### src/rtl/bits2ascii_pkg.sv
// rtl/bits2ascii_pkg.sv - shared states and constants for bits2ascii_tx (CR/LF states under BITS2ASCII_CRLF_EN)
package bits2ascii_pkg;

    typedef enum logic [3:0] {
        IDLE,
        CONV_H,
        CONV_T,
        SEND_H,
        WAIT_H,
        SEND_T,
        WAIT_T,
        SEND_O,
        WAIT_O
`ifdef BITS2ASCII_CRLF_EN
        ,
        SEND_CR,
        WAIT_CR,
        SEND_LF,
        WAIT_LF
`endif
    } state_t;

    localparam logic [7:0] ASCII_ZERO = 8'd48;
    localparam logic [7:0] ASCII_CR   = 8'd13;
    localparam logic [7:0] ASCII_LF   = 8'd10;

    localparam logic [7:0] HUNDRED = 8'd100;
    localparam logic [7:0] TEN     = 8'd10;

endpackage

### src/rtl/bits2ascii_split.sv
// rtl/bits2ascii_split.sv - bin2dec_split: repeated-subtraction split of an 8-bit value into h/t/o digits
module bin2dec_split
    import bits2ascii_pkg::*;
(
    input  logic       clk,
    input  logic       rst,
    input  logic       start,
    input  logic [7:0] in,
    output logic [1:0] h,
    output logic [3:0] t,
    output logic [7:0] o,
    output logic       valid
);

    state_t     phase;
    logic [7:0] rem;

    always_ff @(posedge clk) begin
        if (rst) begin
            phase <= IDLE;
            rem   <= '0;
            h     <= '0;
            t     <= '0;
        end else begin
            case (phase)
                IDLE: begin
                    if (start) begin
                        rem   <= in;
                        h     <= '0;
                        t     <= '0;
                        phase <= CONV_H;
                    end
                end
                CONV_H: begin
                    if (rem >= HUNDRED) begin
                        rem <= rem - HUNDRED;
                        h   <= h + 2'd1;
                    end else begin
                        phase <= CONV_T;
                    end
                end
                CONV_T: begin
                    if (rem >= TEN) begin
                        rem <= rem - TEN;
                        t   <= t + 4'd1;
                    end else begin
                        phase <= IDLE;
                    end
                end
                default: phase <= IDLE;
            endcase
        end
    end

    // Digits are final during the last CONV_T cycle and held until the next start.
    assign o     = rem;
    assign valid = (phase == CONV_T) && (rem < TEN);

endmodule

### src/rtl/bits2ascii_tx.sv
// rtl/bits2ascii_tx.sv - sends an 8-bit value as 3 ASCII digits to UART TX; BITS2ASCII_CRLF_EN appends CR LF
module bits2ascii_tx
    import bits2ascii_pkg::*;
#(
    parameter logic [7:0] ZERO_CHAR = ASCII_ZERO
`ifdef BITS2ASCII_CRLF_EN
    ,
    parameter logic [7:0] CR_CHAR   = ASCII_CR,
    parameter logic [7:0] LF_CHAR   = ASCII_LF
`endif
) (
    input  logic       clk,
    input  logic       rst,
    input  logic [7:0] in,
    input  logic       start,
    input  logic       tx_done,
    output logic [7:0] tx_byte,
    output logic       tx_dv,
    output logic       busy,
    output logic       done
);

    state_t     state;
    logic [1:0] h;
    logic [3:0] t;
    logic [7:0] o;
    logic       valid;
    logic       split_start;
    logic       ack;

    assign split_start = start && (state == IDLE);
    // A tx_done coinciding with our own load strobe belongs to an earlier byte.
    assign ack         = tx_done && !tx_dv;

    bin2dec_split u_split (
        .clk   (clk),
        .rst   (rst),
        .start (split_start),
        .in    (in),
        .h     (h),
        .t     (t),
        .o     (o),
        .valid (valid)
    );

    always_ff @(posedge clk) begin
        if (rst) begin
            state   <= IDLE;
            tx_byte <= '0;
            tx_dv   <= 1'b0;
            busy    <= 1'b0;
            done    <= 1'b0;
        end else begin
            tx_dv <= 1'b0;
            done  <= 1'b0;
            case (state)
                IDLE: begin
                    if (start) begin
                        state <= CONV_H;
                        busy  <= 1'b1;
                    end
                end
                CONV_H: begin
                    if (valid) state <= SEND_H;
                end
                SEND_H: begin
                    tx_dv   <= 1'b1;
                    tx_byte <= ZERO_CHAR + {6'd0, h};
                    state   <= WAIT_H;
                end
                WAIT_H: begin
                    if (ack) state <= SEND_T;
                end
                SEND_T: begin
                    tx_dv   <= 1'b1;
                    tx_byte <= ZERO_CHAR + {4'd0, t};
                    state   <= WAIT_T;
                end
                WAIT_T: begin
                    if (ack) state <= SEND_O;
                end
                SEND_O: begin
                    tx_dv   <= 1'b1;
                    tx_byte <= ZERO_CHAR + o;
                    state   <= WAIT_O;
                end
`ifdef BITS2ASCII_CRLF_EN
                WAIT_O: begin
                    if (ack) state <= SEND_CR;
                end
                SEND_CR: begin
                    tx_dv   <= 1'b1;
                    tx_byte <= CR_CHAR;
                    state   <= WAIT_CR;
                end
                WAIT_CR: begin
                    if (ack) state <= SEND_LF;
                end
                SEND_LF: begin
                    tx_dv   <= 1'b1;
                    tx_byte <= LF_CHAR;
                    state   <= WAIT_LF;
                end
                WAIT_LF: begin
                    if (ack) begin
                        state <= IDLE;
                        busy  <= 1'b0;
                        done  <= 1'b1;
                    end
                end
`else
                WAIT_O: begin
                    if (ack) begin
                        state <= IDLE;
                        busy  <= 1'b0;
                        done  <= 1'b1;
                    end
                end
`endif
                default: state <= IDLE;
            endcase
        end
    end

endmodule
### config.mk
export PLATFORM = sky130hd
export DESIGN_NAME = bits2ascii_tx
export DESIGN_NICKNAME = d
export VERILOG_FILES = /design/src/rtl/bits2ascii_pkg.sv /design/src/rtl/bits2ascii_split.sv /design/src/rtl/bits2ascii_tx.sv
export SDC_FILE = /design/constraint.sdc
export NUM_CORES = 1
export LEC_CHECK = 0
export ABC_AREA = 1
export BUFFER_PORTS_ARGS = -buffer_cell sky130_fd_sc_hd__buf_2
export CORE_ASPECT_RATIO = 0.7
export CORE_MARGIN = 5
export CORE_UTILIZATION = 35
export CTS_CLUSTER_SIZE = 24
export DETAILED_ROUTE_END_ITERATION = 8
export HOLD_SLACK_MARGIN = 0.06
export MAX_ROUTING_LAYER = met4
export PLACE_DENSITY = 0.51
export SYNTH_ARGS = -nofsm -noshare
export SYNTH_HDL_FRONTEND = slang
export SYNTH_SLANG_ARGS = --single-unit
export TNS_END_PERCENT = 10
### constraint.sdc
create_clock -name clk -period 2.3 [get_ports clk]
set_clock_uncertainty 0.15 [all_clocks]
set_input_delay 0.23 -clock clk [delete_from_list [all_inputs] [get_ports clk]]
set_output_delay 0.23 -clock clk [all_outputs]
set_load 0.02 [all_outputs]
==> flow_summary.toml <==
[setup_path]
critPathKind = "reg -> reg"
crit_arrival_ns = 2.04
slowest_stage = "dfxtp_1"
critPathMaxFanout = 8
worstPathCellList = "inv_1 -> ha_1 -> nand2_1 -> nand2_1 -> nor2_4 -> nand2_1 -> nand2_1 -> nand3_1 -> o21ai_0 -> nor2_1"
end_kind = "flop"
critical_path.max_stage_delay_ns = 0.40
required_ns = 2.32
crit_path_frequent_cell = "nand2_1"
startpoint_type = "flop"

[route]
drtPass1Iterations = 4
wire_per_inst_um = 13.23
wl_um = 5121
drt.antenna.violating_nets = 0
via_per_inst = 4.755
dr_total_vias = 1840
drtIter0Drc = 150
remaining_drc_errors = 0

[clocking]
cts_setup_buffers = 0
root_buffer = "clkbuf_8"
cts_resized = 0
tritoncts = "built"
ctsLongestPathBuffers = 2
insertion_delay_ns = 0.28
path_clk_slew_ns = 0.07
cts_hold_buf = 0
h-tree-depth = 2
clkSinkCount = 31
cts_buffers = 5

[synthesis]
syn_inst = 285
syn_area_mm2 = 0.002009
synth-warning-count = 0
ys_seq_elements = 31
ys_types = 34
seq_area_frac_synth_pct = 30.88
synth_area_per_cell_um2 = 7.051
syn_nets = 311

[sta]
fmax_ghz = 0.4942
worstMarginPinSlew_ns = 0.4164
max_slew_margin_pct = 72.24
fin_hold_ws_ns = 0.1004
tns_ns = 0
final_hold_viol_count = 0
fin_crit_ns = 2.024
grt_setup_unrepaired = "false"
slew_viol_final = 0
fin_crit_sh_pct = 87.98
setup_violations = 0

[job]
drv_cap = 0

[global_route]
grt_overflow = 0
antenna_found_initial = 0
grt_pass1_vias = 1654
grt_usage_pct = 15.38
grt_pass1_wl_um = 8562
grt_max_degree = 20

[layout]
final_nets = 338
final_cell_mix = "nand2_1 (50), inv_1 (32), dfxtp_1 (31)"
drive_above_1_share_pct = 20.51
post-route-util_pct = 40.93
n_antenna_cell = 0
postLayoutCellArea_mm2 = 0.002308
mostFrequentLayoutCell = "nand2_1"
syn_to_final_growth_pct = 14.88

[power_and_ir_drop]
pwr-share-seq_pct = 29.3
swShare_pct = 48.11
power_frac_comb_pct = 55.0
p_int_mw = 1.430
ir_drop_mv = 0.4530
power_leakage_nw = 1.067
pwr-share-clk_pct = 15.7
powerDensity_mw_per_mm2 = 1194
p_sw_mw = 1.326

[die]
num_rows = 23
chipHeight_um = 73.40
ioPinCount = 23
die_area_mm2 = 0.007381
fp.dieW_um = 100.6
start_util_pct = 35.63
core_area_mm2 = 0.005640

[status]
status = "completed"

[placement]
dp_hpwl_um = 3999
gp_congestion = 0.8278
dpl_cell_area_mm2 = 0.002221
portBuffers = 22

[min_path]
min-delay-path-class = "in -> reg"
Yosys cell counts:
cell	number	area share, %
o21ai_0	17	4.2
buf_2	2	0.50
inv_1	32	6.0
nand2_4	1	0.56
nor2_2	1	0.31
nand3_2	1	0.50
clkbuf_2	1	0.25
or2_2	3	0.93
a221oi_1	4	1.7
a21oi_1	22	5.5
mux2i_1	1	0.50
o22ai_1	1	0.31
o21ai_1	4	1.0
clkinv_1	1	0.19
inv_2	7	1.3
nor3_1	1	0.25
nand4_1	4	1.2
a21oi_4	1	0.81
clkbuf_1	3	0.56
a211oi_1	3	1.1
xor2_1	2	0.87
buf_1	1	0.19
nor2_4	6	3.4
o211ai_1	1	0.37
ha_1	14	8.7
nand3_1	29	7.2
o31ai_1	1	0.37
a21oi_2	3	1.3
nor2_8	1	1.0
dfxtp_1	31	31
nand2_2	4	1.2
nand3_4	2	1.7
nor2_1	30	5.6
nand2_1	50	9.3
logic make-up (layout without fill, tap and decap cells):
logic type | Yosys count | count (layout) | share of synthesized area, %
AND/OR/NAND/NOR | 133 | 133 | 33.31
AO/OA/AOI/OAI | 57 | 57 | 16.75
buffers and inverters | 47 | 74 | 8.966
flip-flops | 31 | 31 | 30.88
adder cells (fa/ha/maj) | 14 | 14 | 8.717
XOR/XNOR | 2 | 2 | 0.8719
multiplexers | 1 | 1 | 0.4982
power groups by stage:
stage	logic [mW]	registers (mW)	clock network, mW
2_1_floorplan	1.14	0.815	0
3_3_place_gp	1.53	0.817	0
3_5_place_dp	1.51	0.818	0
4_1_cts	1.52	0.805	0.446
5_1_grt	1.72	0.830	0.485
6_report	1.52	0.808	0.433
area by class of cell:
class	count	area (um2)
clock buffers	6	82.58
clock inverters	1	5.005
fillers	612	3332
inverters	40	150.1
multi-input cells	207	1209
flip-flops and latches	31	620.6
well taps	75	93.84
repair buffers	27	147.6
metal layers:
metal / global-route usage, % / vias to the layer above / part of all wire [%]
li1: - / 991 / -
met1: 23.50 / 791 / 56
met2: 18.87 / 51 / 37
met3: 4.364 / 7 / 6.2
met4: 4.484 / 0 / 1.2
met5: - / - / 0
metrics by stage:
| stage | instances | power (mW) | worst slack (ns) |
|---|---|---|---|
| 2_1_floorplan | 285 | 1.957 | 0.4700 |
| 6_report | 387 | 2.756 | 0.2764 |
| 5_1_grt | 387 | 3.029 | 0.05645 |
| 3_5_place_dp | 380 | 2.323 | 0.3087 |
| 4_1_cts | 387 | 2.769 | 0.2896 |
| 3_3_place_gp | 380 | 2.346 | 0.3174 |
registers in the layout (all words and copies together) (netlist names):
signal         flops
tx_byte            8
tx_dv              1
u_split.o          8
state              4
u_split.h          2
busy               1
u_split.t          4
u_split.phase      2
done               1
worst max-delay path, delay by kind of cell, from the launching register on:
family | cells | cell delay (ns)
AND/OR/NAND/NOR | 7 | 0.72
flip-flops | 1 | 0.40
adder cells (fa/ha/maj) | 1 | 0.24
AO/OA/AOI/OAI | 1 | 0.20
buffers and inverters | 1 | 0.19
final timing paths:
kind                            depth (start not counted)          endpoint    startpoint  slack, ns
worst max-delay path                                   10  u_split.phase[1]  u_split.o[2]       0.28
worst min-delay path                                    3      u_split.o[0]         in[0]       0.10
worst max register to register                         10  u_split.phase[1]  u_split.o[2]       0.28
worst min register to register                          2        tx_byte[6]    tx_byte[6]       0.31
Power figures use the tool's default switching activity.
